<file path="src/rtl/clock_pkg.sv">
// Purpose: shared BCD helpers and field limits for the clock core and the time setter.
// Latency: pure functions and constants only; no state.
// Backpressure: none.
package clock_pkg;

  localparam logic [7:0] BCD_MAX_SEC = 8'h59;
  localparam logic [7:0] BCD_MAX_MIN = 8'h59;
  localparam logic [7:0] BCD_MAX_HR  = 8'h23;

  // One-step BCD increment that wraps to 00 once the field limit is reached.
  // Anything at or above the limit also wraps, so a corrupted value self-heals.
  function automatic logic [7:0] bcd_inc(input logic [7:0] val, input logic [7:0] max);
    logic [7:0] res;
    if (val >= max) begin
      res = 8'h00;
    end else if (val[3:0] >= 4'd9) begin
      res = {val[7:4] + 4'd1, 4'h0};
    end else begin
      res = {val[7:4], val[3:0] + 4'd1};
    end
    return res;
  endfunction

  // True when both nibbles are decimal digits and the value is within the field limit.
  function automatic logic bcd_valid(input logic [7:0] val, input logic [7:0] max);
    return (val[7:4] <= 4'd9) && (val[3:0] <= 4'd9) && (val <= max);
  endfunction

endpackage

</file>
<file path="src/rtl/bcd_wrap_counter.sv">
// Purpose: one BCD time field (ss, mm or hh) that wraps at MAX and reports a carry.
// Latency: value updates on the clock edge after inc/load; carry is combinational from inc.
// Backpressure: none; load always wins over inc.
module bcd_wrap_counter
  import clock_pkg::*;
#(
  parameter logic [7:0] MAX     = 8'h59,
  parameter logic [7:0] RST_VAL = 8'h00
) (
  input  logic       clk,
  input  logic       rst_n,
  input  logic       inc_i,
  input  logic       load_i,
  input  logic [7:0] load_val_i,
  output logic [7:0] val_o,
  output logic       carry_o
);

  logic [7:0] val_q;
  logic [7:0] val_d;

  // Next value: a load replaces the field outright, otherwise step on inc.
  always_comb begin
    val_d = val_q;
    if (load_i) begin
      val_d = load_val_i;
    end else if (inc_i) begin
      val_d = bcd_inc(val_q, MAX);
    end
  end

  // Field register.
  always_ff @(posedge clk or negedge rst_n) begin
    if (!rst_n) begin
      val_q <= RST_VAL;
    end else begin
      val_q <= val_d;
    end
  end

  assign val_o   = val_q;
  assign carry_o = inc_i && (val_q == MAX);

endmodule

</file>
<file path="src/rtl/bcd_time_counter.sv">
// Purpose: 1 Hz prescaler plus BCD HH:MM:SS timekeeping with freeze/load from the setter.
// Latency: time, sec_tick and day_wrap change one cycle after the prescaler tick or load.
// Backpressure: none; ticks during set_en are dropped, set_load always takes priority.
module bcd_time_counter
  import clock_pkg::*;
#(
  parameter int         CLK_HZ = 50_000_000,
  parameter logic [7:0] RST_HH = 8'h12,
  parameter logic [7:0] RST_MM = 8'h00,
  parameter logic [7:0] RST_SS = 8'h00
) (
  input  logic       clk,
  input  logic       rst_n,
  input  logic       set_en,
  input  logic       set_load,
  input  logic [7:0] set_hh,
  input  logic [7:0] set_mm,
  input  logic [7:0] set_ss,
  output logic [7:0] cur_hh,
  output logic [7:0] cur_mm,
  output logic [7:0] cur_ss,
  output logic       sec_tick,
  output logic       day_wrap,
  output logic       blink_phase
);

  localparam int              PW         = $clog2(CLK_HZ);
  localparam logic [PW-1:0]   PRESC_LAST = PW'(CLK_HZ - 1);
  localparam logic [PW-1:0]   PRESC_HALF = PW'(CLK_HZ / 2);

  logic [PW-1:0] presc_q;
  logic [PW-1:0] presc_d;
  logic          sec_tick_q;
  logic          day_wrap_q;
  logic          day_wrap_d;

  logic          tick;
  logic          advance;
  logic          ss_carry;
  logic          mm_carry;
  logic          hh_carry;
  logic [7:0]    load_hh;
  logic [7:0]    load_mm;
  logic [7:0]    load_ss;

  assign tick    = (presc_q == PRESC_LAST);
  // Load owns the cycle it happens in, so a coincident tick must not also advance.
  assign advance = tick && !set_en && !set_load;

  // Out-of-range or non-decimal fields from the setter collapse to 00.
  assign load_hh = bcd_valid(set_hh, BCD_MAX_HR)  ? set_hh : 8'h00;
  assign load_mm = bcd_valid(set_mm, BCD_MAX_MIN) ? set_mm : 8'h00;
  assign load_ss = bcd_valid(set_ss, BCD_MAX_SEC) ? set_ss : 8'h00;

  // Prescaler next state: restart on load so the first second after a set is full length.
  always_comb begin
    presc_d = presc_q + PW'(1);
    if (set_load || tick) begin
      presc_d = '0;
    end
  end

  // Day wrap is just the hour field's carry out of 23.
  always_comb begin
    day_wrap_d = hh_carry;
  end

  // Prescaler and pulse registers.
  always_ff @(posedge clk or negedge rst_n) begin
    if (!rst_n) begin
      presc_q    <= '0;
      sec_tick_q <= 1'b0;
      day_wrap_q <= 1'b0;
    end else begin
      presc_q    <= presc_d;
      sec_tick_q <= tick;
      day_wrap_q <= day_wrap_d;
    end
  end

  bcd_wrap_counter #(.MAX(BCD_MAX_SEC), .RST_VAL(RST_SS)) u_ss (
    .clk        (clk),
    .rst_n      (rst_n),
    .inc_i      (advance),
    .load_i     (set_load),
    .load_val_i (load_ss),
    .val_o      (cur_ss),
    .carry_o    (ss_carry)
  );

  bcd_wrap_counter #(.MAX(BCD_MAX_MIN), .RST_VAL(RST_MM)) u_mm (
    .clk        (clk),
    .rst_n      (rst_n),
    .inc_i      (ss_carry),
    .load_i     (set_load),
    .load_val_i (load_mm),
    .val_o      (cur_mm),
    .carry_o    (mm_carry)
  );

  bcd_wrap_counter #(.MAX(BCD_MAX_HR), .RST_VAL(RST_HH)) u_hh (
    .clk        (clk),
    .rst_n      (rst_n),
    .inc_i      (mm_carry),
    .load_i     (set_load),
    .load_val_i (load_hh),
    .val_o      (cur_hh),
    .carry_o    (hh_carry)
  );

  assign sec_tick    = sec_tick_q;
  assign day_wrap    = day_wrap_q;
  assign blink_phase = (presc_q < PRESC_HALF);

endmodule

</file>
<file path="config.mk">
export PLATFORM = sky130hd
export DESIGN_NAME = bcd_time_counter
export DESIGN_NICKNAME = d
export VERILOG_FILES = /design/src/rtl/clock_pkg.sv /design/src/rtl/bcd_wrap_counter.sv /design/src/rtl/bcd_time_counter.sv
export SDC_FILE = /design/constraint.sdc
export NUM_CORES = 1
export LEC_CHECK = 0
export CORE_ASPECT_RATIO = 1.4
export CORE_UTILIZATION = 50
export DETAILED_ROUTE_END_ITERATION = 10
export GPL_ROUTABILITY_DRIVEN = 0
export MAX_ROUTING_LAYER = met4
export PLACE_DENSITY_LB_ADDON = 0.25
export RECOVER_POWER = 50
export SLEW_MARGIN = 5
export SYNTH_ARGS = -nofsm -noshare
export SYNTH_HDL_FRONTEND = slang
export SYNTH_SLANG_ARGS = --single-unit
</file>
<file path="constraint.sdc">
create_clock -name clk -period 5.1 [get_ports clk]
set_input_delay 0.51 -clock clk [delete_from_list [all_inputs] [get_ports clk]]
set_output_delay 0.51 -clock clk [all_outputs]
set_load 0.01 [all_outputs]
</file>
* Yosys cells after proc, flatten, opt, wreduce, memory -nomap -nowiden *
Cells that the tools add are included.

word-level totals
  flip-flop bits (word level) = 52
  word-level logic and storage cells = 75
  output and inout port bits = 27

cells by class
  magnitude comparators = 16
  multiplexer cells = 16
  add/sub/neg operators = 7
  reduce and logical (&&, ||, !) cells = 23
  equal/unequal tests = 4

operators with widths
  cell                                                   count
  two-way mux 8 bit                                      15
  adder 26 x 1 -> 26 bit (second input constant)         1
  == test 26 bit (second input constant)                 1
  < comparator 26 x 25 -> 1 bit (second input constant)  1
  two-way mux 26 bit                                     1
  adder 4 x 1 -> 4 bit (second input constant)           6
  <= comparator 4 bit (second input constant)            6
  == test 8 x 7 -> 1 bit (second input constant)         2
  >= comparator 8 x 7 -> 1 bit (second input constant)   2
  <= comparator 8 x 7 -> 1 bit (second input constant)   2
  >= comparator 4 bit (second input constant)            3
  logical AND 1 bit                                      11
  nonzero test 3 bit                                     3
  == test 8 x 6 -> 1 bit (second input constant)         1
  >= comparator 8 x 6 -> 1 bit (second input constant)   1
  <= comparator 8 x 6 -> 1 bit (second input constant)   1
  AND reduction 2 bit                                    3
  nonzero test 2 bit                                     3
  logical NOT 1 bit                                      2
  logical OR 1 bit                                       1

* Logic depth before layout (Yosys ltp) *
  word-level depth = 7
  gate-level depth with buffers = 8

* Hierarchy *
A second synthesis with hierarchy kept.

unflattened totals
  cell total of the unflattened synthesis = 359
  area total of the unflattened synthesis = 3360.7 um2

by module, submodules not included
  module                       area each (um2)  cells each  instances  sequential area each (um2)
  bcd_time_counter             1662.8           177         1          700.7
  bcd_wrap_counter (u_mm ...)  573.0            60          2          200.2
  bcd_wrap_counter (u_hh)      551.8            62          1          202.7

* Least setup slack after synthesis *
OpenSTA, ideal clock, no wires.

  kind = reg-to-reg
  start = reg presc_q[10]
  end = reg u_ss.val_q[4] (netlist: u_ss.val_o[4])
  buffers on the path = 0
  slack = 2750 ps
  stages on the path, launching flop included = 6
  arrival = 2225 ps
  period minus slack after synthesis = 2350 ps
  cell sequence = dfrtp_1 -> or4_4 -> or4_4 -> o21ba_4 -> nor2_1 -> mux2_2

on the way
  word-level cells in the longest chain between the ends = 5

RTL lines
  element                         line                    RTL
  start: declaration              bcd_time_counter.sv:31  logic [PW-1:0] presc_q;
  start signal: assignment        bcd_time_counter.sv:75  presc_q <= presc_d;
  == test 26 bit                  bcd_time_counter.sv:46  assign tick = (presc_q == PRESC_LAST);
  logical AND 1 bit (2 in a row)  bcd_time_counter.sv:48  assign advance = tick && !set_en && !set_load;
  nonzero test 2 bit (no line)    -
  AND reduction 2 bit (no line)   -
  end signal: assignment          bcd_wrap_counter.sv:37  val_q <= val_d;
  end: declaration                bcd_wrap_counter.sv:19  logic [7:0] val_q;

Every way passes these cells.
A chain may end at the register's enable or synchronous reset.

* Worst setup path after layout *
  start = reg presc_q[10]
  end = out blink_phase

on the way
  word-level cells in the longest chain between the ends = 1

RTL lines
  element                        line                     RTL
  < comparator 26 x 25 -> 1 bit  bcd_time_counter.sv:113  assign blink_phase = (presc_q < PRESC_HALF);
  end: declaration               bcd_time_counter.sv:24   output logic blink_phase

Every way passes these cells.

==> impl_metrics.json <==
{
  "peakVddDrop_uv": 196,
  "clock_latency_ns": 0.31,
  "place.port_buffers": 54,
  "rsz0062_at_grt": "no",
  "setup_viol": 0,
  "final_cell_area_sq_mm": 0.00378,
  "final_layout_size_suffix_gt1_share_pct": 8.02,
  "post-route-drc-count": 0,
  "cts.htree.levels": 2,
  "ios": 55,
  "vias_per_cell": 5.74,
  "switching_share_pct": 27.0,
  "ctsHoldBuffers": 0,
  "final_common_cell": "dfrtp_1",
  "period_share_pct": 57.3,
  "p_seq_share_pct": 48.4,
  "core_area_sq_mm": 0.00590,
  "finClkSkew_ns": 0.00796,
  "grt_overflow_total": 0,
  "wl_per_cell_um": 15.6,
  "p_int_w": 0.000720,
  "postLayoutCoreUtil_pct": 64.0,
  "fillers": 492,
  "ys_seq_elements": 52,
  "antenna_cells": 0,
  "p_sw_w": 0.000266,
  "clock_sinks": 52,
  "track_usage_pct": 24.3,
  "crit_type": "reg2out",
  "cp_max_fo": 4,
  "grt_pass1_wl_um": 11500,
  "cts_tree": "done",
  "async_flop_share_pct": 100,
  "grt_max_degree": 53,
  "hold_path_class": "reg2reg",
  "violations": "max-capacitance violations, max-slew violations",
  "cp_data_required_time_ns": 4.59,
  "end_kind": "output pin",
  "root_buffer": "clkbuf_8",
  "dr.pass1.iters": 4,
  "start_kind": "flop",
  "avgSynthCellArea_sq_um": 9.60,
  "finalMaxSlewViolations": 53,
  "antenna_found_initial": 0,
  "place_area_sq_mm": 0.00366,
  "synth_edf_count": 0,
  "path_clk_slew_ns": 0.09,
  "p_per_area_mw_per_mm2": 261,
  "wl_um": 6940,
  "ys_seq_area_share_pct": 42.2,
  "synth_ff_type": "dfrtp_1",
  "die_h_um": 95.0,
  "period_needed_ns": 2.92,
  "ctsResizeCount": 0,
  "final-hold-violation-count": 0,
  "synth_nets": 366,
  "vias": 2548,
  "max_freq_mhz": 342,
  "maxCapViolations": 1,
  "layout-area-overhead-vs-synth_pct": 22.3,
  "cts.path.max_buffers": 2,
  "drtAntennaViolNets": 0,
  "p_leak_nw": 1.68,
  "tns_ns": 0,
  "cts_inserted_buffers": 5,
  "crit_arrival_ns": 2.41,
  "drtIter0Drc": 92,
  "syn_inst": 322,
  "tightest_slew_ns": 2.75,
  "timing.final.ws_setup_ns": 2.18,
  "slew_headroom_pct": -83.5,
  "start_util_pct": 52.4,
  "synth.distinct_cells": 59,
  "ys_warn_count": 0,
  "rows": 33,
  "grt_pass1_vias": 2583,
  "status": "finished, violations left",
  "die_w_um": 68.5,
  "power_frac_comb_pct": 20.3,
  "clkPwrFrac_pct": 31.3,
  "postCtsSetupBuffers": 0,
  "dp_hpwl_um": 5120,
  "final_net_count": 417,
  "hold_ws_ns": 0.522,
  "mostFrequentLayoutCells": "dfrtp_1, clkdlybuf4s50_1, nor2_1, xor2_1, nand3_1",
  "syn-cell-area_sq_mm": 0.00309,
  "preCtsSetupSlack_ns": 1.85,
  "die_area_sq_mm": 0.00651
}
==> power by group through the flow <==
stage	Clock, W	Sequential (W)	Combinational (W)
2_1_floorplan	0	0.000486	0.0000972
3_3_place_gp	0	0.000483	0.000200
3_5_place_dp	0	0.000485	0.000204
4_1_cts	0.000317	0.000477	0.000205
5_1_grt	0.000332	0.000482	0.000227
6_report	0.000308	0.000477	0.000201
==> area by class of cell <==
type                       instances  area (sq um)  area share [%]
clock buffer                       7          96.3            2.55
clock inverter                     1          30.0           0.794
inverter                          16          60.1            1.59
multi-input combinational        242          1660            43.8
sequential                        52          1300            34.5
tap                               70          87.6            2.32
timing repair buffer              56           547            14.5
==> worst max-delay path, stage by stage (launching register included) <==
cell and delay (ns):
dfrtp_1 0.42, or4_1 0.59, o211ai_1 0.20, nand2b_1 0.08
a21oi_1 0.14, o21a_1 0.14, clkdlybuf4s50_1 0.53
==> layer usage <==
layer | global-route usage, % | vias to the layer above | part of all wire (%)
li1 | - | 1257 | -
met1 | 26.9 | 1224 | 41
met2 | 42.8 | 55 | 54
met3 | 3.11 | 12 | 3.3
met4 | 9.90 | 0 | 2.0
met5 | - | - | 0
==> cells by family after synthesis <==
logic type / Yosys count / share of synthesized area, %
AO/OA/AOI/OAI: 56 / 12.2
XOR/XNOR: 25 / 7.08
adder cells (fa/ha/maj): 16 / 6.48
buffers and inverters: 28 / 4.13
flip-flops: 52 / 42.2
multiplexers: 7 / 2.39
AND/OR/NAND/NOR: 138 / 25.5
==> per-stage QoR <==
| stage | total power (W) | std cells |
|---|---|---|
| 6_report | 0.000986 | 444 |
| 5_1_grt | 0.00104 | 444 |
| 4_1_cts | 0.000999 | 444 |
| 3_5_place_dp | 0.000690 | 436 |
| 3_3_place_gp | 0.000683 | 436 |
| 2_1_floorplan | 0.000583 | 322 |
==> cell usage after synthesis, drive strengths merged, types with 3 or more instances <==
master   instances  area share [%]
or4              3            0.97
xor2            20             5.7
nand3           18             2.9
mux2             3             1.1
dfrtp           50              40
and2             5             1.1
mux2i            4             1.3
a21oi           14             2.3
nor3b            5             1.2
or2              4            0.81
a221o            4             1.3
ha              16             6.5
inv             16             1.9
nand4            9             1.8
buf              4             1.2
nor2            39             4.7
o2bb2ai          3            0.85
nor3            10             2.0
nand2           16             1.9
a22oi            3            0.73
and4             7             2.0
and3             6             1.3
xnor2            5             1.4
o21ai           13             2.1
clkbuf           8            0.97
==> path summary, 6_finish.rpt <==
check                                  from             to  slack (ns)  cells after the start
min in group asynchronous             rst_n  u_ss.val_o[0]        1.17                      2
max in group asynchronous             rst_n  u_hh.val_o[0]        2.38                      2
worst min register to register   presc_q[0]     presc_q[0]        0.52                      1
worst max register to register  presc_q[10]  u_ss.val_o[4]        2.55                      5
worst max-delay path            presc_q[10]    blink_phase        2.18                      6
worst min-delay path             presc_q[0]     presc_q[0]        0.52                      1
==> registers in the layout, summed over array words and instances (netlist names) <==
register	cells
day_wrap	1
presc_q	26
sec_tick	1
u_hh.val_o	8
u_mm.val_o	8
u_ss.val_o	8
Note: power is estimated with default switching activity, not from simulation.
